[config.mk]
export PLATFORM = sky130hd
export DESIGN_NAME = sm83_int_ctl
export DESIGN_NICKNAME = d
export VERILOG_FILES = /design/src/rtl/sm83_int_ctl.sv
export SDC_FILE = /design/constraint.sdc
export NUM_CORES = 1
export LEC_CHECK = 0
export ABC_AREA = 1
export CORE_MARGIN = 5
export CORE_UTILIZATION = 40
export DETAILED_ROUTE_END_ITERATION = 8
export GPL_TIMING_DRIVEN = 0
export PLACE_DENSITY_LB_ADDON = 0.1
export SYNTH_ARGS = -nofsm -noshare
export SYNTH_HDL_FRONTEND = slang
export SYNTH_SLANG_ARGS = --single-unit
[constraint.sdc]
create_clock -name clk -period 1 [get_ports clk]
set_input_delay 0.15 -clock clk [delete_from_list [all_inputs] [get_ports clk]]
set_output_delay 0.15 -clock clk [all_outputs]
set_load 0.02 [all_outputs]
[src/rtl/sm83_int_ctl.sv]
`default_nettype none
// ============================================================================
// Module   : sm83_int_ctl
// Purpose  : SM83 interrupt controller. Latches rising edges of peripheral
//            request lines into IF (0xFF0F), holds the IE mask (0xFFFF),
//            answers CPU bus reads/writes to both registers, and supplies the
//            RST vector of the highest-priority pending source on the core's
//            interrupt-acknowledge pulse. IME lives in the core.
// Ports    : clk, rst_n                 clock, synchronous active-low reset
//            irq_src[4:0]               level requests (0 VBlank .. 4 Joypad)
//            bus_addr/bus_wdata         CPU address / write data
//            bus_wr/bus_rd              one-cycle access strobes
//            bus_rdata/bus_rvalid       registered read response
//            int_pending                (IE & IF) != 0, for HALT wake
//            int_ack                    dispatch-start pulse from core
//            int_vec/int_vec_valid      vector low byte + one-cycle qualifier
// Revision : 1.0 - initial release
// ============================================================================
module sm83_int_ctl (
  input  logic        clk,
  input  logic        rst_n,
  input  logic [4:0]  irq_src,
  input  logic [15:0] bus_addr,
  input  logic [7:0]  bus_wdata,
  input  logic        bus_wr,
  input  logic        bus_rd,
  output logic [7:0]  bus_rdata,
  output logic        bus_rvalid,
  output logic        int_pending,
  input  logic        int_ack,
  output logic [7:0]  int_vec,
  output logic        int_vec_valid
);

  localparam int          N_SRC     = 5;
  localparam logic [15:0] C_ADDR_IF = 16'hFF0F;
  localparam logic [15:0] C_ADDR_IE = 16'hFFFF;

  typedef enum logic [0:0] {
    ST_IDLE = 1'b0,
    ST_VEC  = 1'b1
  } state_t;

  // Registered state
  state_t            state_q,         state_d;
  logic [N_SRC-1:0]  if_q,            if_d;
  logic [7:0]        ie_q,            ie_d;
  logic [N_SRC-1:0]  src_q,           src_d;
  logic [7:0]        bus_rdata_q,     bus_rdata_d;
  logic              bus_rvalid_q,    bus_rvalid_d;
  logic [7:0]        int_vec_q,       int_vec_d;
  logic              int_vec_valid_q, int_vec_valid_d;

  // Combinational helpers
  logic [N_SRC-1:0]  edge_w;
  logic [N_SRC-1:0]  pend_w;
  logic              found_w;
  logic [2:0]        k_w;
  logic              ack_take_w;
  logic [N_SRC-1:0]  ack_clr_w;
  logic              wr_if_w;
  logic              wr_ie_w;
  logic              rd_if_w;
  logic              rd_ie_w;

  always_comb begin
    edge_w  = irq_src & ~src_q;
    pend_w  = ie_q[N_SRC-1:0] & if_q;
    wr_if_w = bus_wr && (bus_addr == C_ADDR_IF);
    wr_ie_w = bus_wr && (bus_addr == C_ADDR_IE);
    rd_if_w = bus_rd && (bus_addr == C_ADDR_IF);
    rd_ie_w = bus_rd && (bus_addr == C_ADDR_IE);

    // Lowest set bit wins: scan from the top so the last hit is the lowest.
    found_w = 1'b0;
    k_w     = 3'd0;
    for (int i = N_SRC - 1; i >= 0; i--) begin
      if (pend_w[i]) begin
        found_w = 1'b1;
        k_w     = 3'(i);
      end
    end

    // Acks are only honoured in IDLE; an ack during VEC is dropped.
    ack_take_w = (state_q == ST_IDLE) && int_ack;
    ack_clr_w  = (ack_take_w && found_w) ? (5'b00001 << k_w) : '0;

    // IF: write, then ack clear, then edges -- a fresh edge always survives.
    if_d = if_q;
    if (wr_if_w) begin
      if_d = bus_wdata[N_SRC-1:0];
    end
    if_d = (if_d & ~ack_clr_w) | edge_w;

    ie_d  = wr_ie_w ? bus_wdata : ie_q;
    src_d = irq_src;

    // Reads return the value held before this cycle's update.
    bus_rdata_d  = bus_rdata_q;
    bus_rvalid_d = rd_if_w || rd_ie_w;
    if (rd_if_w) begin
      bus_rdata_d = {3'b111, if_q};
    end else if (rd_ie_w) begin
      bus_rdata_d = ie_q;
    end

    state_d         = state_q;
    int_vec_d       = int_vec_q;
    int_vec_valid_d = 1'b0;
    case (state_q)
      ST_IDLE: begin
        if (int_ack) begin
          // Nothing pending any more (IE/IF changed under dispatch) -> 0x00.
          int_vec_d       = found_w ? (8'h40 + {2'b00, k_w, 3'b000}) : 8'h00;
          int_vec_valid_d = 1'b1;
          state_d         = ST_VEC;
        end
      end
      ST_VEC: begin
        state_d = ST_IDLE;
      end
      default: begin
        state_d = ST_IDLE;
      end
    endcase
  end

  always_ff @(posedge clk) begin
    if (!rst_n) begin
      state_q         <= ST_IDLE;
      if_q            <= '0;
      ie_q            <= 8'h00;
      src_q           <= '0;
      bus_rdata_q     <= 8'h00;
      bus_rvalid_q    <= 1'b0;
      int_vec_q       <= 8'h00;
      int_vec_valid_q <= 1'b0;
    end else begin
      state_q         <= state_d;
      if_q            <= if_d;
      ie_q            <= ie_d;
      src_q           <= src_d;
      bus_rdata_q     <= bus_rdata_d;
      bus_rvalid_q    <= bus_rvalid_d;
      int_vec_q       <= int_vec_d;
      int_vec_valid_q <= int_vec_valid_d;
    end
  end

  assign bus_rdata     = bus_rdata_q;
  assign bus_rvalid    = bus_rvalid_q;
  assign int_vec       = int_vec_q;
  assign int_vec_valid = int_vec_valid_q;
  assign int_pending   = |pend_w;

endmodule
`default_nettype wire
==> results.md <==
* Area growth syn-to-layout at 58.5%
* Final Max Slew Viols at 0
* Crit Path Category: reg2out
* Clock sink count at 32
* I/O pin cnt at 53
* Startpoint Class: flip-flop
* CP endpoint kind: primary output
* Post-placement cell area at 0.00209 mm^2
* Number of port buffers at 47
* Synth Register Bits at 32
* Core Region at 0.00366 mm^2
* Filler Cells Inserted at 342
* Power density of the placed cells at between 1000 and 1500 mW/mm^2
* Syn_area_per_cell at 6.68 um^2
* Final Hold Fails at 0
* Ranking of synthesized cells by area: dfxtp_1 (43%), nand2_1 (15%), nor2_1 (12%), inv_1 (6.0%), o21ai_0 (4.7%)
* Number of diodes at 0
* DR vias/cell at 4.50
* Final WL at approximately 4.2 mm
* Max cap viols at 0
* RSZ-0062 raised after global routing: yes
* Placed Instances at 323
* Num CTS Buffers at 5
* Die ar. at 0.00508 mm^2
* Req. time, crit path at 0.85 ns
* Tcrit/Tclk final at 1.24
* TritonCTS clock tree: done
* Synthesis Warnings at 0
* Count of cell types in the netlist at 21
* Status: complete, but fails checks
* Maximum root-to-sink buffer count at 2
* DRC Markers at 0
* Synth top area share at 0.426
* Post-DR wirelength/cell at 11.9 um
* CTS Hold Bufs at 0
* Cells after Synth at approximately 230
* Final setup fails at 9
* Gpl congestion at a little under 0.8
* Vias in the first global route at 1531
* Grt ovf at 0
* Pin count of the biggest net entering global routing at 11
* Via count at 1580
* Worst skew pair latency at between 0.2 and 0.3 ns
* First DRT Iteration DRCs at 103
* DP HPWL at 2.72 mm
* DRT Pass-1 Iters at 4
* Overall Power at 0.00268 W
* Critical path peak fanout at 2
* Layout cells sized above 1 at 0.403
* Cell taking the most area after synthesis: dfxtp_1
* Clock Skews at 0.00914 ns
* Cell area after synthesis at 0.00150 mm^2
* PnR worst setup slack at -0.237 ns
* Sequential-to-total area share from yosys stat at 0.426
* Violated checks: setup timing
* Max Clock Freq at 0.809 GHz
* H-tree levels at 2
* Critical Path AT at approximately 1.1 ns
* Min Tclk post-route at 1.24 ns
* Initial Util at 0.410
* Fin Setup TNS at -0.745 ns
* Reg clk slew, reported paths at approximately 0.070 ns
* Site Rows at 22
* Clock root buffer: clkbuf_8
* Initial antenna violation count at 0
* Leakage at 1.19 nW
* Chip Height at just over 70 um
* Place WS at -0.745 ns
* DIE WIDTH at 71.3 um
* Post-DRT Antenna Nets at 0
* VDD IR max at 0.923 mV
* First-pass GRT wire length at about 6.8 mm
* Total GRT Usage at 0.164
* Worst hold path class: in2reg
* Post-route design area at 0.00238 mm^2
* Final nets at 336
* Layout Cells excl Fill at roughly 350
==> registers in the layout, indices dropped and copies added (netlist names) <==
register,flops
src_q,5
int_vec,4
bus_rdata,8
state_q,1
ie_q,8
bus_rvalid,1
if_q,5
==> layout by cell type (no fill, tap or decap), types with 4 or more instances in the layout <==
cell / n
nand3b_1: 6
nor2_2: 8
conb_1: 4
buf_2: 26
or2_2: 4
clkdlybuf4s50_1: 14
inv_2: 4
nand2_1: 43
nor2_1: 37
buf_4: 18
buf_6: 9
inv_1: 21
dfxtp_1: 23
dfxtp_2: 8
a21oi_1: 4
nand3_1: 5
o21ai_0: 14
clkbuf_8: 6
nand2_4: 8
nor2_4: 5
nand2_2: 13
==> cells in the mapped netlist (all sizes together) <==
master  count
clkbuf      3
buf         5
a21boi      1
nand4       3
a21oi       7
inv        25
conb        1
a31oi       1
dfxtp      32
or2         4
o21ai      14
nand3b      6
nand2      63
nand3      10
nor2       50
==> cell type report <==
cell class | count | area [um^2] | area share
Sequential cell | 32 | 654 | 0.275
Multi-Input combinational cell | 164 | 910 | 0.382
Tap cell | 48 | 60.1 | 0.0252
Inverter | 25 | 93.8 | 0.0394
Buffer | 8 | 55.1 | 0.0231
Timing Repair Buffer | 66 | 518 | 0.218
Clock buffer | 8 | 90.1 | 0.0378
==> cell families after synthesis <==
logic type             synth area share
flip-flops                        0.426
buffers and inverters            0.0974
AND/OR/NAND/NOR                   0.395
other                           0.00250
AO/OA/AOI/OAI                    0.0791
==> worst paths after layout <==
| check | startpoint | to | slack [ns] | cells past startpoint |
|---|---|---|---|---|
| worst min register to register | src_q[4]$_SDFF_PN0_ | if_q[4]$_SDFF_PN0_ | 0.41 | 1 |
| worst min-delay path | rst_n | src_q[3]$_SDFF_PN0_ | 0.24 | 3 |
| worst max register to register | ie_q[1]$_SDFFE_PN0P_ | if_q[0]$_SDFF_PN0_ | -0.13 | 10 |
| worst max-delay path | ie_q[1]$_SDFFE_PN0P_ | int_pending | -0.24 | 5 |
==> repair_timing <==
action / 4_1_cts / 5_1_grt
pin swaps: 29 / 22
setup endpoints to repair: 39 / 21
cloned: 2 / 0
gates resized for setup: 134 / 45
buffers inserted: 16 / 2
==> power by group <==
group          total [W]  switching (W)  internal (W)
Sequential       0.00133      0.0000197       0.00131
Clock            0.00103       0.000468      0.000561
Combinational   0.000320       0.000160      0.000160
==> metrics by stage <==
stage                     utilization  hold WS (ns)
after CTS                       0.610         0.253
after detailed placement        0.570         0.411
final                           0.650         0.240
after global routing            0.650         0.264
after global placement          0.570         0.402
after floorplan                     -         0.254
==> routing by layer <==
layer,vias to the layer above,share of wire,track usage
met4,0,0.020,0.0543
met1,700,0.42,0.206
met5,-,0,0
met2,29,0.51,0.276
met3,9,0.046,0.0393
li1,842,-,-
==> worst max-delay path, cell delays in order (launching register included) <==
cell	delay (ns)
dfxtp_2	0.34
nand2_4	0.08
nand2_4	0.06
nor2_4	0.13
nand2_4	0.06
buf_6	0.13
No activity file was read; power rests on OpenSTA's default activity.
